## config.mk

```make
export PLATFORM = sky130hd
export DESIGN_NAME = c1_write_scheduler
export DESIGN_NICKNAME = d
export VERILOG_FILES = /design/src/rtl/c1_write_scheduler.sv
export SDC_FILE = /design/constraint.sdc
export NUM_CORES = 1
export LEC_CHECK = 0
export CAP_MARGIN = 0
export CORE_AREA = 2 2 665 667
export CTS_BUF_LIST = sky130_fd_sc_hd__clkbuf_8 sky130_fd_sc_hd__clkbuf_16
export DETAILED_ROUTE_END_ITERATION = 7
export DIE_AREA = 0 0 667 669
export PLACE_DENSITY = 0.3
export SYNTH_ARGS = -nofsm -noshare
export SYNTH_HDL_FRONTEND = slang
export SYNTH_SLANG_ARGS = --single-unit
```

## constraint.sdc

```tcl
create_clock -name clk -period 3 [get_ports clk]
set_input_delay 0.75 -clock clk [delete_from_list [all_inputs] [get_ports clk]]
set_output_delay 0.75 -clock clk [all_outputs]
set_load 0.01 [all_outputs]
```

## src/rtl/c1_write_scheduler.sv

```systemverilog
// Round-robin scheduler sharing the CCI-P c1 write channel among NUM_REQ requesters, with
// almfull/outstanding back-pressure, response accounting and a drain handshake.
module c1_write_scheduler #(
  parameter int unsigned NUM_REQ         = 2,
  parameter int unsigned ADDR_W          = 42,
  parameter int unsigned DATA_W          = 512,
  parameter int unsigned MAX_OUTSTANDING = 64,
  parameter int unsigned CNT_W           = 8
) (
  input  logic                      clk,
  input  logic                      reset,
  input  logic [NUM_REQ-1:0]        req_valid,
  input  logic [NUM_REQ*ADDR_W-1:0] req_addr,
  input  logic [NUM_REQ*DATA_W-1:0] req_data,
  output logic [NUM_REQ-1:0]        req_ready,
  output logic                      c1tx_valid,
  output logic [ADDR_W-1:0]         c1tx_addr,
  output logic [DATA_W-1:0]         c1tx_data,
  input  logic                      c1tx_almfull,
  input  logic                      c1rx_rsp_valid,
  input  logic                      c1rx_rsp_format,
  input  logic [1:0]                c1rx_rsp_cl_num,
  input  logic                      drain_req,
  output logic                      drain_done,
  output logic [CNT_W-1:0]          outstanding,
  output logic                      err_underflow
);

  localparam int unsigned PTR_W = (NUM_REQ > 1) ? $clog2(NUM_REQ) : 1;

  typedef enum logic [1:0] {StRun, StDrainWait, StDrainDone} state_e;

  state_e             state_q, state_d;
  logic [PTR_W-1:0]   rr_q, rr_d;
  logic               vld_q, vld_d;
  logic [ADDR_W-1:0]  addr_q, addr_d;
  logic [DATA_W-1:0]  data_q, data_d;
  logic [CNT_W-1:0]   cnt_q, cnt_d;
  logic               err_q, err_d;

  logic               can_issue;
  logic               accept;
  logic [NUM_REQ-1:0] grant;
  logic [PTR_W-1:0]   gidx;
  logic [2:0]         dec;
  logic [CNT_W:0]     total;

  // Grant is suppressed while reset is held so nothing is accepted and then lost.
  always_comb begin
    can_issue = !reset && (state_q == StRun) && !drain_req && !c1tx_almfull &&
                (({1'b0, cnt_q} + (CNT_W+1)'(vld_q)) < (CNT_W+1)'(MAX_OUTSTANDING));
    grant  = '0;
    gidx   = '0;
    accept = 1'b0;
    for (int unsigned j = 0; j < NUM_REQ; j++) begin
      if (can_issue && !accept && req_valid[j] && (j >= 32'(rr_q))) begin
        grant[j] = 1'b1;
        gidx     = PTR_W'(j);
        accept   = 1'b1;
      end
    end
    for (int unsigned j = 0; j < NUM_REQ; j++) begin
      if (can_issue && !accept && req_valid[j] && (j < 32'(rr_q))) begin
        grant[j] = 1'b1;
        gidx     = PTR_W'(j);
        accept   = 1'b1;
      end
    end
  end

  always_comb begin
    vld_d  = accept;
    addr_d = addr_q;
    data_d = data_q;
    rr_d   = rr_q;
    for (int unsigned j = 0; j < NUM_REQ; j++) begin
      if (grant[j]) begin
        addr_d = req_addr[j*ADDR_W +: ADDR_W];
        data_d = req_data[j*DATA_W +: DATA_W];
      end
    end
    if (accept) begin
      rr_d = (gidx == PTR_W'(NUM_REQ - 1)) ? '0 : gidx + PTR_W'(1);
    end
  end

  // Issue and response net out in a single update; over-decrement saturates at zero.
  always_comb begin
    dec = 3'd0;
    if (c1rx_rsp_valid) begin
      dec = c1rx_rsp_format ? ({1'b0, c1rx_rsp_cl_num} + 3'd1) : 3'd1;
    end
    total = {1'b0, cnt_q} + (CNT_W+1)'(vld_q);
    err_d = err_q;
    if ((CNT_W+1)'(dec) > total) begin
      cnt_d = '0;
      err_d = 1'b1;
    end else begin
      cnt_d = CNT_W'(total - (CNT_W+1)'(dec));
    end
  end

  always_comb begin
    state_d = state_q;
    unique case (state_q)
      StRun:       if (drain_req) state_d = StDrainWait;
      StDrainWait: if ((cnt_q == '0) && !vld_q) state_d = StDrainDone;
      StDrainDone: state_d = StRun;
      default:     state_d = StRun;
    endcase
  end

  always_ff @(posedge clk) begin
    if (reset) begin
      state_q <= StRun;
      rr_q    <= '0;
      vld_q   <= 1'b0;
      addr_q  <= '0;
      data_q  <= '0;
      cnt_q   <= '0;
      err_q   <= 1'b0;
    end else begin
      state_q <= state_d;
      rr_q    <= rr_d;
      vld_q   <= vld_d;
      addr_q  <= addr_d;
      data_q  <= data_d;
      cnt_q   <= cnt_d;
      err_q   <= err_d;
    end
  end

  assign req_ready     = grant;
  assign c1tx_valid    = vld_q;
  assign c1tx_addr     = addr_q;
  assign c1tx_data     = data_q;
  assign drain_done    = (state_q == StDrainDone);
  assign outstanding   = cnt_q;
  assign err_underflow = err_q;

endmodule

```

==> impl_results.md, run 1 <==
* Clock-pin slew on the worst setup and hold paths at ~50 ps
* Worst Setup Path Type: in2out
* Gate Count Post-Synth at 2585
* HPWL after DPL at roughly 260000 um
* Setup crit end kind: output port
* Cell Area, Placed at 54200 um^2
* CTS tree: yes
* Synthesized net count at ~3.7k
* Critical path, cell by cell: clkdlybuf4s50_1 > nor2_1 > nor4b_2 > o21a_4 > nand2_4 > a21oi_4 > buf_6
* Yosys warning total at 0
* Initial core utilization at approximately 6.6%
* Share of synthesized area occupied by flip-flops and latches at between 30% and 40%
* Total standard cell area after synthesis at a little under 30000 um^2
* Slew @ Worst Pin at approximately 660 ps
* Clk Latency, worst-skew pair at 840 ps
* Clk sinks at 567
* Clock tree buffer depth at 4
* Final period util at 109%
* Number of global-route vias before repair at 29.2k
* Commonest register cell after synthesis: dfxtp_1
* Gr ovfl total at 0
* Critical Path Slowest Stage Cell: clkdlybuf4s50_1
* Standby leakage power at roughly 19 nW
* Avg Inst Size Synth at 11.2 um^2
* Final critical-path required period at approximately 3300 ps
* Final Hold Viols at 0
* Drt first-iter violations at 1457
* Rel. slew slack at between 50 and 60%
* Wirelength, routed at around 290000 um
* Clock tree root buffer cell: clkbuf_16
* Worst EP required at approximately 2300 ps
* Capturing point of the worst reg2reg path: outstanding[3]
* Reg2reg path depth at 11
* Post-detailed-route count of antenna-violating nets at 0
* Share of post-route cells with drive strength above 1 at 30.9%
* Global-route wire length before repair at about 350000 um
* WP data arrival at 2530 ps
* DRC violation count after routing at 0
* Setup ws final at -278 ps
* RSZ-0062 raised after global routing: true
* Violated checks: negative setup slack
* Critical-path maximum fanout at 3
* Routability-driven placement congestion ratio at just under 1
* Die height at ~670 um
* Netlist cell types at 52
* Count of boundary I/O pins at about 1.7k
* All-Layer GR Usage at 12.4%
* EDFF count, synth at 0
* Maximum resistive drop on vdd at between 0.0004 and 0.0005 V
* Power per unit of standard cell area at 481 nW/um^2
* Width of the die at 667 um
* Hold wc startpoint: c1tx_data[348]
* Final instance area at roughly 57000 um^2
* Max-slew violations at 0
* Number of buffers added on ports at ~1.7k
* Worst min-delay path category: reg2reg
* Max Cap Viol at 0
* Sum of negative setup slack at -543 ps
* Antenna violations before repair at roughly 280
* Combined buffer and inverter count along the critical path at 2
* Net total in the final layout at ~5.5k
* Post-synthesis async set-or-reset flop share at 0%
* Pin count of the biggest net entering global routing at 59
* Kind of cell adding the most delay to the critical path: buffers and inverters
* Number of rows in the core area at between 200 and 250
* Stage delay of the slowest cell on the critical path at 560 ps
* Via total after detailed routing at 29.0k
* Core footprint at 440000 um^2
* Setup clock skew after layout at between 50 and 60 ps
* Cell depth of the worst min-delay path at 2
* Total CTS buffers at 90
* Run status: complete, but fails checks
* Highest clock rate at just over 300 MHz
* CP startpoint kind: primary input
* Synthesized flop and latch total at ~570
* Pre-antenna DRT Iters at 5
* Wire per inst at approximately 28 um
* Detail-routed via count per cell at 2.82
* Final setup vio count at 2
* Hold Path End: c1tx_data[348]
* Overall die area at between 400000 and 500000 um^2
* Depth of the CTS H-tree at 3
* RR Startpoint: outstanding[0]
* Slack of the worst reg-to-reg path at between 400 and 500 ps
* Layout area overhead at 98.4%
report_power, final:
part / switching [W] / internal [W] / total, W
Combinational: 0.00408 / 0.00411 / 0.00819
Clock: 0.00441 / 0.00616 / 0.0106
Sequential: 0.000574 / 0.00829 / 0.00887
Total: 0.00906 / 0.0186 / 0.0276
cell usage after synthesis (2+ instances only):
library cell | count | area (um^2)
o31ai_1 | 2 | 15.0
o21ai_1 | 46 | 230
nor3_1 | 3 | 15.0
nand3_1 | 61 | 305
nor2b_1 | 2 | 12.5
buf_2 | 76 | 380
nand3_2 | 501 | 5010
nand2_1 | 8 | 30.0
ha_1 | 10 | 125
o21ai_2 | 459 | 4020
o21a_1 | 4 | 30.0
buf_8 | 5 | 75.1
xnor2_1 | 7 | 61.3
xor2_1 | 2 | 17.5
buf_6 | 51 | 574
buf_12 | 3 | 60.1
dfxtp_1 | 567 | 11400
inv_1 | 10 | 37.5
o21ai_0 | 53 | 265
mux2i_1 | 555 | 5560
buf_1 | 37 | 139
and3_1 | 2 | 12.5
a21oi_1 | 6 | 30.0
nor2_1 | 11 | 41.3
clkbuf_1 | 77 | 289
tightest hold or removal path, delay by kind of cell (launching register included):
family           cells  cell delay [ps]
AND/OR/NAND/NOR      1               60
AO/OA/AOI/OAI        1               40
flip-flops           1              310
routing by layer:
metal	wire length, um	GRT usage (%)	up-vias	share of wire [%]
li1	-	-	13200	-
met1	101000	12.3	13700	35
met2	149000	22.7	1382	52
met3	29200	5.83	596	10
met4	9740	3.67	130	3.4
met5	851	0	-	0.29
how the worst max path moves through the flow:
stage | depth (start not counted) | slack, ps | end | start
floorplan | 5 | 370 | req_ready[1] | req_valid[1]
detailed placement | 7 | -880 | req_ready[0] | reset
global route | 9 | -380 | req_ready[0] | outstanding[0]
global placement | 7 | -950 | req_ready[0] | reset
CTS | 9 | -370 | req_ready[1] | outstanding[0]
finish | 7 | -280 | req_ready[0] | reset
state kept, by name, indices dropped and copies added, names as in the netlist:
register / flops
c1tx_data: 512
c1tx_addr: 42
outstanding: 8
state_q: 2
c1tx_valid: 1
err_underflow: 1
rr_q: 1
stage by stage:
step           util, %  setup slack (ps)  hold WS, ps  total power, W  cells
6_report          13.1              -278          454          0.0276  10300
5_1_grt           13.0              -384          465          0.0291  10200
4_1_cts           13.0              -373          430          0.0285  10200
3_5_place_dp      12.3              -877          448          0.0173  10000
3_3_place_gp      12.3              -952          444          0.0173  10000
2_1_floorplan        -               375          466          0.0120   2585
area by class of cell:
cell class / count / area, um^2
Multi-Input combinational cell: 1757 / 16100
Sequential cell: 567 / 11400
Fill cell: 49900 / 382000
Clock buffer: 116 / 2610
Inverter: 11 / 48.8
Antenna cell: 82 / 205
Timing Repair Buffer: 1933 / 19600
Tap cell: 5781 / 7230
Clock inverter: 40 / 256
cells in the final DEF, fill, tap and decap left out, drive strengths merged, types with 2 or more instances in the layout:
cell	n
clkdlybuf4s50	1679
and3	2
diode	82
buf	252
clkinv	14
inv	36
clkbuf	116
o31ai	2
nand3	562
mux2i	555
dlygate4sd2	2
xor2	2
nor3	3
dfxtp	567
o21a	4
nor2	11
nor4	2
nor4b	2
ha	10
nor2b	2
a21oi	6
xnor2	7
o21ai	558
nand2	9
kinds of logic after synthesis:
kind of cell | Yosys count | synth area share [%]
AND/OR/NAND/NOR | 600 | 19.2
AO/OA/AOI/OAI | 582 | 16.2
flip-flops | 567 | 39.2
multiplexers | 555 | 19.2
buffers and inverters | 261 | 5.41
adder cells (fa/ha/maj) | 11 | 0.502
XOR/XNOR | 9 | 0.272
timing repair:
item	4_1_cts	5_1_grt
setup endpoints to repair	4	2
buffers inserted	3	2
hold buffers	0	0
gates resized for setup	33	3
pin swaps	4	1
No activity file was read; power rests on OpenSTA's default activity.
==> inputs of run 2 (changes only) <==
Clock period 3 ns to 3.39 ns, I/O delays scaled along.
==> run 2 against run 1 <==
  * Worst hold slack is essentially flat
  * Register-to-register slack better by 130 ps
  * The flow still finishes with violations (negative setup slack)
  * Utilization is 0.22 points lower
  * Critical path depth increased by 1
  * Cell count is 0.84% lower
  * Combinational power is 15% lower
  * Highest routed layer unchanged
  * Wire length shrank 0.75%
  * Worst setup slack improved by 220 ps
  * First-iteration DRC count decreased by 11%
==> impl_results.md, run 2 (synthesis gave the netlist of run 1 again) <==
* Gr ovfl total at 0 (unchanged)
* Slew @ Worst Pin at 920 ps (was 656 ps)
* Number of global-route vias before repair at 28.8k (was 29.2k)
* Rel. slew slack at 38.2% (was 56.5%)
* Wirelength, routed at 287000 um (was 290000 um)
* Post-detailed-route count of antenna-violating nets at 0 (unchanged)
* CP startpoint kind: primary input (unchanged)
* Clk sinks at 567 (unchanged)
* Critical Path Slowest Stage Cell: clkdlybuf4s50_1 (unchanged)
* Core footprint at 440000 um^2 (unchanged)
* Violated checks: negative setup slack (unchanged)
* Pre-antenna DRT Iters at 5 (unchanged)
* HPWL after DPL at 254000 um (was 256000 um)
* Critical-path maximum fanout at 3 (unchanged)
* Pin count of the biggest net entering global routing at 73 (was 59)
* Width of the die at 667 um (unchanged)
* Setup clock skew after layout at 30.7 ps (was 53.9 ps)
* Antenna violations before repair at 286 (was 284)
* Drt first-iter violations at 1302 (was 1457)
* Commonest non-fill, non-tap cells in the layout: clkdlybuf4s50_1 (1681), dfxtp_1 (564), mux2i_1 (555), nand3_2 (500), o21ai_2 (459) (was clkdlybuf4s50_1 (1679), dfxtp_1 (565), mux2i_1 (555), nand3_2 (500), o21ai_2 (459))
* Global-route wire length before repair at 350000 um (was 352000 um)
* Depth of the CTS H-tree at 3 (unchanged)
* Number of buffers added on ports at 1684 (unchanged)
* All-Layer GR Usage at 12.3% (was 12.4%)
* CTS tree: yes (unchanged)
* Clock tree root buffer cell: clkbuf_16 (unchanged)
* Clock-pin slew on the worst setup and hold paths at 50 ps (about the same)
* Final period util at 102%
* Worst min-delay path category: reg2reg (unchanged)
* Run status: complete, but fails checks (unchanged)
* Max Cap Viol at 0 (unchanged)
* Overall die area at 446000 um^2 (unchanged)
* Via total after detailed routing at 28.8k (was 29.0k)
* Initial core utilization at 6.58% (unchanged)
* Count of boundary I/O pins at 1685 (unchanged)
* Routability-driven placement congestion ratio at 0.993 (was 0.976)
* Maximum resistive drop on vdd at 0.000334 V (was 0.000403 V)
* Final critical-path required period at about 3500 ps
* Worst EP required at 2540 ps (was 2250 ps)
* Share of post-route cells with drive strength above 1 at 29.8% (was 30.9%)
* Setup crit end kind: output port (unchanged)
* Wire per inst at 28.2 um (was 28.1 um)
* Largest register FFs at 512 (unchanged)
* Highest clock rate at roughly 290 MHz
* Cell Area, Placed at 53200 um^2 (was 54200 um^2)
* Clk Latency, worst-skew pair at 790 ps (was 840 ps)
* Number of rows in the core area at 244 (unchanged)
* Post-layout util at 12.8% (was 13.1%)
* DRC violation count after routing at 0 (unchanged)
* Setup ws final at -61.0 ps (was -278 ps)
* Final setup vio count at 1 (was 2)
* WP data arrival at 2600 ps (was 2530 ps)
* Die height at 669 um (unchanged)
* Critical path, cell by cell: clkdlybuf4s50_1 > nor2_1 > nor4b_2 > o21a_4 > buf_6 > nand2_2 > a21oi_2 > buf_2 (was clkdlybuf4s50_1 > nor2_1 > nor4b_2 > o21a_4 > nand2_4 > a21oi_4 > buf_6)
* Worst Setup Path Type: in2out (unchanged)
* Layout area overhead at 95.0% (was 98.4%)
* Clock tree buffer depth at 4 (unchanged)
* Power per unit of standard cell area at 431 nW/um^2 (was 481 nW/um^2)
* Final instance area at 56400 um^2 (was 57400 um^2)
* Total CTS buffers at 90 (unchanged)
* Net total in the final layout at 5411 (was 5489)
* RSZ-0062 raised after global routing: true (unchanged)
* Standby leakage power at 18.3 nW (was 18.8 nW)
* Detail-routed via count per cell at 2.82 (about the same)
* Most common cell after layout, fill and taps aside: clkdlybuf4s50_1 (unchanged)
* Max-slew violations at 0 (unchanged)
* Final Hold Viols at 0 (unchanged)
* Stage delay of the slowest cell on the critical path at 560 ps (about the same)
run 2: cell count changes in the layout (fill, tap and decap cells not counted), sizes merged:
cell,before,now
buf,252,174
bufinv,1,5
clkbuf,116,111
clkdlybuf4s50,1679,1681
clkinv,14,20
clkinvlp,0,2
diode,82,72
dlygate4sd2,2,0
inv,36,31
run 2: timing repair:
item / CTS / global route
endpoints found under the setup margin: 2 / 2
pin swaps: 4 / 0
resized for setup: 26 / 1
hold buffers: 0 / 0
buffers inserted: 3 / 0
hold endpoints to repair: 0 / 0
run 2: area by class of cell:
class,instances,area [um^2]
Multi-Input combinational cell,1757,16100
Sequential cell,567,11400
Antenna cell,72,180
Clock inverter,47,358
Inverter,11,48.8
Fill cell,49900,383000
Tap cell,5781,7230
Clock buffer,111,2550
Timing Repair Buffer,1855,18600
run 2: critical path, delay by kind of cell:
| kind | cells | cell delay, ps |
|---|---|---|
| AO/OA/AOI/OAI | 2 | 350 |
| buffers and inverters | 3 | 810 |
| AND/OR/NAND/NOR | 3 | 580 |
run 2: path summary, 6_finish.rpt:
check,startpoint,slack [ps],to,cells past startpoint
worst max register to register,c1tx_valid,550,outstanding[7],10
worst min-delay path,c1tx_data[276],450,c1tx_data[276],2
worst min register to register,c1tx_data[276],450,c1tx_data[276],2
worst max-delay path,reset,-60,req_ready[0],8
run 2: routing by layer:
layer | vias to the layer above | GRT usage [%] | part of all wire, %
li1 | 13100 | - | -
met3 | 576 | 5.55 | 10
met2 | 1350 | 22.8 | 51
met1 | 13600 | 12.2 | 34
met5 | - | 0 | 0.31
met4 | 130 | 3.63 | 3.8
run 2: stage by stage:
stage / total power [W] / std cells / worst slack, ps / TNS [ps] / hold WS (ps)
after global routing: 0.0255 / 10200 / -137 / -217 / 465
after floorplan: 0.0107 / 2585 / 570 / 0 / 466
after detailed placement: 0.0151 / 9968 / -493 / -2130 / 447
final: 0.0243 / 10200 / -61.0 / -61.0 / 454
after global placement: 0.0151 / 9968 / -654 / -2730 / 446
after CTS: 0.0251 / 10100 / -129 / -197 / 457
run 2: report_power, final:
group          switching [W]  internal, W  leakage (nW)
Clock                0.00384      0.00566          1.52
Combinational        0.00352      0.00344          12.1
Sequential          0.000511      0.00734          4.60
Total                0.00788       0.0164          18.3
